==> src/rtl/gs_sram_pkg.sv <==
// ============================================================================
// Module      : gs_sram_pkg
// Description : Shared widths and FSM state encoding for the GS SRAM responder.
// Revision    : 1.0 - initial release
// ============================================================================
`default_nettype none
`timescale 1ns/1ps

package gs_sram_pkg;

    localparam int C_ADDR_W  = 21;
    localparam int C_WORD_W  = 20;
    localparam int C_DATA_W  = 8;
    localparam int C_SRAM_DW = 16;
    localparam int C_CNT_W   = 4;

    typedef enum logic [2:0] {
        ST_IDLE     = 3'd0,
        ST_RD       = 3'd1,
        ST_WR_SETUP = 3'd2,
        ST_WR_PULSE = 3'd3,
        ST_WR_HOLD  = 3'd4
    } state_t;

endpackage

`default_nettype wire

==> src/rtl/gs_sram_ctrl.sv <==
// ============================================================================
// Module      : gs_sram_ctrl
// Description : Timed byte-access responder between the GS core request port
//               and a 16-bit asynchronous SRAM, with a one-entry read cache.
// Revision    : 1.0 - initial release
// ============================================================================
`default_nettype none
`timescale 1ns/1ps

module gs_sram_ctrl
    import gs_sram_pkg::*;
#(
    parameter int unsigned WAIT_CYCLES = 2
) (
    input  logic                  clk,
    input  logic                  reset,
    input  logic [C_ADDR_W-1:0]   addr,
    input  logic [C_DATA_W-1:0]   din,
    input  logic                  rd,
    input  logic                  wr,
    output logic [C_DATA_W-1:0]   dout,
    output logic                  ready,
    output logic [C_WORD_W-1:0]   sram_addr,
    output logic [C_SRAM_DW-1:0]  sram_dq_o,
    input  logic [C_SRAM_DW-1:0]  sram_dq_i,
    output logic                  sram_dq_oe,
    output logic                  sram_oe_n,
    output logic                  sram_we_n,
    output logic                  sram_lb_n,
    output logic                  sram_ub_n
);

    localparam logic [C_CNT_W-1:0] C_WAIT_LOAD = C_CNT_W'(WAIT_CYCLES - 1);

    state_t                r_state;
    state_t                w_next;

    logic                  r_rd_q;
    logic                  r_wr_q;
    logic [C_ADDR_W-1:0]   r_addr;
    logic [C_DATA_W-1:0]   r_wdata;
    logic [C_CNT_W-1:0]    r_cnt;
    logic [C_DATA_W-1:0]   r_dout;
    logic                  r_cache_vld;
    logic [C_ADDR_W-1:0]   r_cache_addr;
    logic [C_DATA_W-1:0]   r_cache_data;

    logic                  w_idle;
    logic                  w_rd_edge;
    logic                  w_wr_edge;
    logic                  w_cache_match;
    logic                  w_start_wr;
    logic                  w_start_rd;
    logic                  w_hit_rd;
    logic                  w_cnt_zero;
    logic                  w_rd_done;
    logic [C_DATA_W-1:0]   w_rd_byte;

    // A write edge always wins; a simultaneous read edge is simply dropped.
    assign w_idle        = (r_state == ST_IDLE);
    assign w_rd_edge     = rd & ~r_rd_q;
    assign w_wr_edge     = wr & ~r_wr_q;
    assign w_cache_match = r_cache_vld && (r_cache_addr == addr);
    assign w_start_wr    = w_idle & w_wr_edge;
    assign w_start_rd    = w_idle & w_rd_edge & ~w_wr_edge & ~w_cache_match;
    assign w_hit_rd      = w_idle & w_rd_edge & ~w_wr_edge &  w_cache_match;
    assign w_cnt_zero    = (r_cnt == '0);
    assign w_rd_done     = (r_state == ST_RD) && w_cnt_zero;
    assign w_rd_byte     = r_addr[C_ADDR_W-1] ? sram_dq_i[15:8] : sram_dq_i[7:0];

    assign dout      = r_dout;
    assign sram_addr = r_addr[C_WORD_W-1:0];
    assign sram_dq_o = {r_wdata, r_wdata};

    always_ff @(posedge clk or posedge reset) begin
        if (reset) begin
            r_state <= ST_IDLE;
        end else begin
            r_state <= w_next;
        end
    end

    always_comb begin
        w_next = r_state;
        case (r_state)
            ST_IDLE: begin
                if (w_start_wr) begin
                    w_next = ST_WR_SETUP;
                end else if (w_start_rd) begin
                    w_next = ST_RD;
                end
            end
            ST_RD: begin
                if (w_cnt_zero) begin
                    w_next = ST_IDLE;
                end
            end
            ST_WR_SETUP: w_next = ST_WR_PULSE;
            ST_WR_PULSE: begin
                if (w_cnt_zero) begin
                    w_next = ST_WR_HOLD;
                end
            end
            ST_WR_HOLD:  w_next = ST_IDLE;
            default:     w_next = ST_IDLE;
        endcase
    end

    // Strobes decode straight from state so an async reset releases them at once.
    always_comb begin
        ready      = 1'b0;
        sram_oe_n  = 1'b1;
        sram_we_n  = 1'b1;
        sram_lb_n  = 1'b1;
        sram_ub_n  = 1'b1;
        sram_dq_oe = 1'b0;
        case (r_state)
            ST_IDLE: begin
                ready = 1'b1;
            end
            ST_RD: begin
                sram_oe_n = 1'b0;
                sram_lb_n =  r_addr[C_ADDR_W-1];
                sram_ub_n = ~r_addr[C_ADDR_W-1];
            end
            ST_WR_SETUP, ST_WR_HOLD: begin
                sram_dq_oe = 1'b1;
                sram_lb_n  =  r_addr[C_ADDR_W-1];
                sram_ub_n  = ~r_addr[C_ADDR_W-1];
            end
            ST_WR_PULSE: begin
                sram_dq_oe = 1'b1;
                sram_we_n  = 1'b0;
                sram_lb_n  =  r_addr[C_ADDR_W-1];
                sram_ub_n  = ~r_addr[C_ADDR_W-1];
            end
            default: begin
                ready = 1'b1;
            end
        endcase
    end

    always_ff @(posedge clk or posedge reset) begin
        if (reset) begin
            r_rd_q       <= 1'b0;
            r_wr_q       <= 1'b0;
            r_addr       <= '0;
            r_wdata      <= '0;
            r_cnt        <= '0;
            r_dout       <= '0;
            r_cache_vld  <= 1'b0;
            r_cache_addr <= '0;
            r_cache_data <= '0;
        end else begin
            r_rd_q <= rd;
            r_wr_q <= wr;

            if (w_start_rd || w_start_wr) begin
                r_addr <= addr;
            end
            if (w_start_wr) begin
                r_wdata <= din;
                if (w_cache_match) begin
                    r_cache_data <= din;
                end
            end

            if (w_start_rd || (r_state == ST_WR_SETUP)) begin
                r_cnt <= C_WAIT_LOAD;
            end else if (((r_state == ST_RD) || (r_state == ST_WR_PULSE)) && !w_cnt_zero) begin
                r_cnt <= r_cnt - 1'b1;
            end

            if (w_hit_rd) begin
                r_dout <= r_cache_data;
            end
            if (w_rd_done) begin
                r_dout       <= w_rd_byte;
                r_cache_vld  <= 1'b1;
                r_cache_addr <= r_addr;
                r_cache_data <= w_rd_byte;
            end
        end
    end

endmodule

`default_nettype wire

==> config.mk <==
export PLATFORM = sky130hd
export DESIGN_NAME = gs_sram_ctrl
export DESIGN_NICKNAME = d
export VERILOG_FILES = /design/src/rtl/gs_sram_pkg.sv /design/src/rtl/gs_sram_ctrl.sv
export SDC_FILE = /design/constraint.sdc
export NUM_CORES = 1
export LEC_CHECK = 0
export ABC_AREA = 1
export ABC_CLOCK_PERIOD_IN_PS = 5500
export BUFFER_PORTS_ARGS = -buffer_cell sky130_fd_sc_hd__buf_2
export CAP_MARGIN = 30
export CORE_MARGIN = 3
export CORE_UTILIZATION = 58
export DETAILED_ROUTE_END_ITERATION = 6
export PLACE_DENSITY = 0.83
export SLEW_MARGIN = 10
export SYNTH_ARGS = -nofsm -noshare
export SYNTH_HDL_FRONTEND = slang
export SYNTH_SLANG_ARGS = --single-unit
export TNS_END_PERCENT = 30
==> constraint.sdc <==
create_clock -name clk -period 5.5 [get_ports clk]
set_input_delay 0.55 -clock clk [delete_from_list [all_inputs] [get_ports clk]]
set_output_delay 0.55 -clock clk [all_outputs]
set_load 0.02 [all_outputs]
# Word level (Yosys, flattened, before mapping)
# Cells that the tools add are included.
# classes
n_addsub	1
n_bitwise	12
reduce_logical	17
n_mux	19
n_eq_ne	8
# op_table
cell	count
$mux W8	6
$eq A21 B21 Y1	1
$mux W3	4
$pmux W3 S4	1
$mux W4	2
$reduce_bool A2 Y1	4
$and A1 B1 Y1	7
$eq A3 B2 Y1 const B	2
$mux W1	6
$not A1 Y1	5
$logic_not A4 Y1	1
$ne A2 B2 Y1 const B	2
$reduce_or A4 Y1	1
$sub A4 B1 Y4 const B	1
$eq A3 B1 Y1 const B	1
$eq A3 B3 Y1 const B	1
$logic_and A1 B1 Y1	3
$logic_not A3 Y1	1
$logic_or A1 B1 Y1	3
$ne A3 B1 Y1 const B	1
$reduce_and A3 Y1	1
$reduce_or A3 Y1	1
$reduce_and A2 Y1	1
$logic_not A1 Y1	1
# word_totals
regBits	76
output_inout_bits	50
inputBits	49
wordCells	67

# Logic depth before layout (Yosys ltp)
# depth
word_depth	8
ltp_mapped	13
ltp_nobuf	11

# Worst setup path after synthesis
# OpenSTA, ideal clock, no wires.
# synth_path
path_kind	reg-to-output
start	register r_state[0]
end	output port sram_lb_n
t_arrival_ps	1330
path_buffers	0
required_ps	4950
setup_slack_ps	3620
path_stages_with_launch	7
cell_sequence	dfrtp_1 > inv_2 > a21oi_1 > a21oi_1 > nor2_1 > inv_1 > nand2_1
# synth_between
elab_chain_cells	3
elab_cells_between_ends	6
cone_classes	4 x eq/ne; 1 x mux; 1 x reduce/logical
# synth_lines
element	line	rtl
from (decl)	gs_sram_ctrl.sv:35	state_t r_state;
from (signal assigned)	gs_sram_ctrl.sv:79	r_state <= w_next;
$eq A3 B1 Y1 (tied with other cells)	gs_sram_ctrl.sv:117	case (r_state)
$reduce_or A4 Y1 (no source line) (*)	-	
$mux W1 (*)	gs_sram_ctrl.sv:117	
to (decl)	gs_sram_ctrl.sv:29	output logic sram_lb_n,
# Mark *: on every way between the ends. The rest lies on a longest branch, timed or not.

# Worst setup path in the final report
# layout_path
start	register r_cnt[0]
end	register r_cache_data[2]
# layout_between
elab_chain_cells	4
elab_cells_between_ends	6
cone_classes	1 x mux; 5 x reduce/logical
# layout_lines
element	line	rtl
from (decl)	gs_sram_ctrl.sv:42	logic [C_CNT_W-1:0] r_cnt;
from (signal assigned)	gs_sram_ctrl.sv:171	r_cnt <= r_cnt - 1'b1;
$logic_not A4 Y1 (*)	gs_sram_ctrl.sv:67	assign w_cnt_zero = (r_cnt == '0);
$logic_and A1 B1 Y1 (*)	gs_sram_ctrl.sv:68	assign w_rd_done = (r_state == ST_RD) && w_cnt_zero;
$reduce_bool A2 Y1 (no source line)	-	
$reduce_and A2 Y1 (no source line)	-	
to (signal assigned)	gs_sram_ctrl.sv:164	r_cache_data <= din;
to (signal assigned)	gs_sram_ctrl.sv:181	r_cache_data <= w_rd_byte;
to (decl)	gs_sram_ctrl.sv:46	logic [C_DATA_W-1:0] r_cache_data;
# Marked as above.
# A chain may end at the register's enable or synchronous reset.

==> metrics.txt <==
# TYPE chip_impl_metric gauge
chip_impl_metric{name="worstMarginPinSlew",unit="ps"} 546
chip_impl_metric{name="synthesis.yosys.warnings",unit=""} 0
chip_impl_metric{name="critPathArrivalTime",unit="ps"} 2430
chip_impl_metric{name="final.setup.tns",unit="ps"} 0
chip_impl_info{name="outcome",value="finished clean"} 1
chip_impl_metric{name="die_h",unit="microns"} 89.0
chip_impl_metric{name="post_layout_instance_count_excluding_filler_cells",unit=""} 682
chip_impl_metric{name="synth_simple_gate_area_share",unit="%"} 32.5
chip_impl_metric{name="antenna_found_initial",unit=""} 0
chip_impl_metric{name="power_density_normalized_to_cell_area",unit="nW/um^2"} 578
chip_impl_metric{name="routed_wire_length_per_instance",unit="microns"} 13.1
chip_impl_metric{name="power_leakage",unit="nW"} 2.65
chip_impl_metric{name="clk_transition_reported_paths",unit="ps"} 80
chip_impl_metric{name="worst_ep_required_time",unit="ps"} 5790
chip_impl_metric{name="timing.max_cap.violations",unit=""} 0
chip_impl_metric{name="dr.pass1.iters",unit=""} 5
chip_impl_metric{name="first_iter_violations",unit=""} 218
chip_impl_metric{name="final_layout_size_suffix_gt1_share",unit="%"} 22.8
chip_impl_info{name="final_cell_mix",value="228 x sky130_fd_sc_hd__nand2_1, 98 x sky130_fd_sc_hd__buf_2, 76 x sky130_fd_sc_hd__dfrtp_1"} 1
chip_impl_metric{name="cts_buffers",unit=""} 9
chip_impl_metric{name="total_power",unit="mW"} 2.66
chip_impl_metric{name="synth.yosys.seq_area_share",unit="%"} 47.6
chip_impl_metric{name="place_congestion",unit=""} 0.896
chip_impl_metric{name="finalClockSkew",unit="ps"} 8.48
chip_impl_info{name="setup_repair_after_global_routing_missed_its_margin",value="no"} 1
chip_impl_metric{name="first_global_vias",unit=""} 3117
chip_impl_metric{name="clk_path_buf_depth",unit=""} 2
chip_impl_metric{name="grt_usage",unit="%"} 23.4
chip_impl_metric{name="grt_use_met1",unit="%"} 32.0
chip_impl_metric{name="die-width",unit="microns"} 89.0
chip_impl_info{name="tritoncts",value="built"} 1
chip_impl_metric{name="timing_max_transition_violations_final",unit=""} 0
chip_impl_metric{name="met2_usage",unit="%"} 37.2
chip_impl_info{name="timing.critical_path.from_type",value="register"} 1
chip_impl_info{name="holdCritPathClass",value="primary input to asynchronous set/reset pin"} 1
chip_impl_metric{name="number_of_unique_standard_cell_types_used_by_synthesis",unit=""} 28
chip_impl_metric{name="wl",unit="microns"} 8960
chip_impl_metric{name="largest_net_degree_at_the_start_of_global_routing",unit=""} 77
chip_impl_metric{name="hold-worst-slack",unit="ps"} 165
chip_impl_info{name="layout_commonest_cell",value="sky130_fd_sc_hd__nand2_1"} 1
chip_impl_metric{name="via_count",unit=""} 3480
chip_impl_metric{name="design.die.area",unit="sq um"} 7920
chip_impl_metric{name="initial_core_util",unit="%"} 61.5
chip_impl_metric{name="grt_first_pass_wirelength",unit="microns"} 14300
chip_impl_info{name="worstSetupStartpoint",value="r_cnt[0]"} 1
chip_impl_metric{name="portBuffers",unit=""} 98
chip_impl_metric{name="routed_via_density",unit=""} 5.10
chip_impl_metric{name="setup_viol",unit=""} 0
chip_impl_metric{name="post_cts.repair.setup_buffers",unit=""} 0
chip_impl_metric{name="antennaDiodeCount",unit=""} 0
chip_impl_metric{name="max_freq",unit="MHz"} 468
chip_impl_metric{name="dp_worst_setup_slack",unit="ps"} 2750
chip_impl_metric{name="globalRouteMet3Util",unit="%"} 4.70
chip_impl_metric{name="cts_num_sinks",unit=""} 76
chip_impl_metric{name="postCtsResizedCells",unit=""} 0
chip_impl_metric{name="synth_adder_area_share",unit="%"} 0.313
chip_impl_metric{name="post-route-drc-count",unit=""} 0
chip_impl_metric{name="finalWorstPathRequiredPeriod",unit="ps"} 2140
chip_impl_metric{name="syn_nets",unit=""} 583
chip_impl_metric{name="synth_cells",unit=""} 533
chip_impl_metric{name="worst-r2r-setup-slack",unit="ps"} 3360
chip_impl_metric{name="ctsHtreeMaxLevel",unit=""} 3
chip_impl_info{name="cp-end-kind",value="register"} 1
chip_impl_info{name="globalRoute.busiestLayer",value="met2"} 1
chip_impl_metric{name="setup_slack",unit="ps"} 3360
chip_impl_metric{name="synthesized_area_fraction_occupied_by_ao_oa_aoi_and_oai_cells",unit="%"} 5.08
chip_impl_metric{name="insertion_delay",unit="ps"} 350
chip_impl_info{name="type_of_the_worst_setup_path",value="register to register"} 1
chip_impl_metric{name="timing.final.hold_violations",unit=""} 0
chip_impl_metric{name="yosys_register_bits",unit=""} 76
chip_impl_metric{name="drt.antenna.violating_nets",unit=""} 0
chip_impl_metric{name="gr-total-overflow",unit=""} 0
chip_impl_metric{name="max_slew_margin",unit="%"} 63.6
chip_impl_metric{name="detailedPlacementHpwl",unit="microns"} 6280
chip_impl_metric{name="power.ir.vdd_worst",unit="mV"} 0.280
chip_impl_metric{name="area_growth",unit="%"} 15.0
chip_impl_info{name="r2r-start",value="r_cnt[0]"} 1
chip_impl_metric{name="synth.mux.area_fraction",unit="%"} 0
chip_impl_metric{name="worstPathMaxFanout",unit=""} 50
chip_impl_metric{name="synthesis.area_per_instance",unit="sq um"} 7.49
chip_impl_info{name="synth_top_family_by_area",value="simple AND/OR/NAND/NOR gates"} 1
chip_impl_metric{name="synth_area",unit="sq um"} 3990
chip_impl_metric{name="floorplan.io_pins",unit=""} 99
chip_impl_info{name="cts.root.buffer_cell",value="sky130_fd_sc_hd__clkbuf_8"} 1
chip_impl_metric{name="cts-hold-fix-buffers",unit=""} 0
chip_impl_metric{name="placedCellCount",unit=""} 664
chip_impl_metric{name="floorplan.rows",unit=""} 29
chip_impl_metric{name="core_region_area",unit="sq um"} 6490
chip_impl_metric{name="period_share",unit="%"} 38.8
chip_impl_metric{name="nets",unit=""} 650
chip_impl_metric{name="post_synth_xor_area_fraction",unit="%"} 0.877
[metal layers]
metal	up-vias	routed length, microns	share of wire (%)
met5	-	0	0
met4	0	132	1.5
li1	1734	-	-
met3	9	435	4.9
met1	1629	4060	45
met2	108	4330	48
[critical path, cell delays in order (launching register included)]
cell and delay, ps:
sky130_fd_sc_hd__dfrtp_1 360, sky130_fd_sc_hd__inv_1 100, sky130_fd_sc_hd__ha_1 210, sky130_fd_sc_hd__nand2_1 70, sky130_fd_sc_hd__nor2_1 150, sky130_fd_sc_hd__inv_1 100
sky130_fd_sc_hd__nor2_4 210, sky130_fd_sc_hd__buf_12 240, sky130_fd_sc_hd__inv_2 230, sky130_fd_sc_hd__nand2_2 230, sky130_fd_sc_hd__nand2_1 80, sky130_fd_sc_hd__nand2_1 70
[through the flow]
step	utilization [%]	cell area [sq um]
global placement	65.7	4270
finish	70.7	4590
detailed placement	66.2	4300
global route	70.7	4590
floorplan	-	3990
CTS	70.0	4550
[synth_stat cells, drive strengths merged]
cell / instances / area (sq um)
dfrtp: 76 / 1900
a21oi: 4 / 20.0
nand3: 42 / 215
inv: 58 / 218
clkbuf: 2 / 7.51
xor2: 2 / 17.5
nand4: 3 / 40.0
or2: 2 / 12.5
buf: 44 / 317
o211ai: 1 / 7.51
clkinv: 1 / 3.75
xnor2: 2 / 17.5
nor2: 28 / 143
ha: 1 / 12.5
nand2: 232 / 886
o21ai: 35 / 175
[area by class of cell]
type                            instances  area, sq um
Inverter                               59          221
Fill cell                             522         1900
Clock buffer                           12          155
Sequential cell                        76         1900
Tap cell                               77         96.3
Timing Repair Buffer                  102          573
Multi-Input combinational cell        352         1550
Clock inverter                          4         95.1
[registers in the layout, summed over array words and instances, names as in the netlist]
name,count
r_cache_addr,21
r_cnt,4
r_wr_q,1
r_cache_vld,1
dout,8
r_cache_data,8
r_wdata,8
r_state,3
r_addr,21
r_rd_q,1
[logic make-up after synthesis]
logic type               after synthesis
AO/OA/AOI/OAI                         40
AND/OR/NAND/NOR                      307
buffers and inverters                105
XOR/XNOR                               4
adder cells (fa/ha/maj)                1
flip-flops                            76
[report_power, final]
group	total, mW	switching, mW	internal (mW)
sequential	0.974	0.170	0.804
combinational	1.16	0.762	0.394
clock	0.528	0.202	0.326
total	2.66	1.13	1.52
[path summary, 6_finish.rpt]
| path | to | cells after the start |
|---|---|---|
| setup / recovery | r_cache_data[2] | 11 |
| hold / removal | r_addr[14] | 3 |
| max in group asynchronous | r_addr[18] | 4 |
| hold reg to reg | r_cache_vld | 1 |
| min in group clk | r_wr_q | 1 |
| setup reg to reg | r_cache_data[2] | 11 |
(Power assumes the default switching activity.)
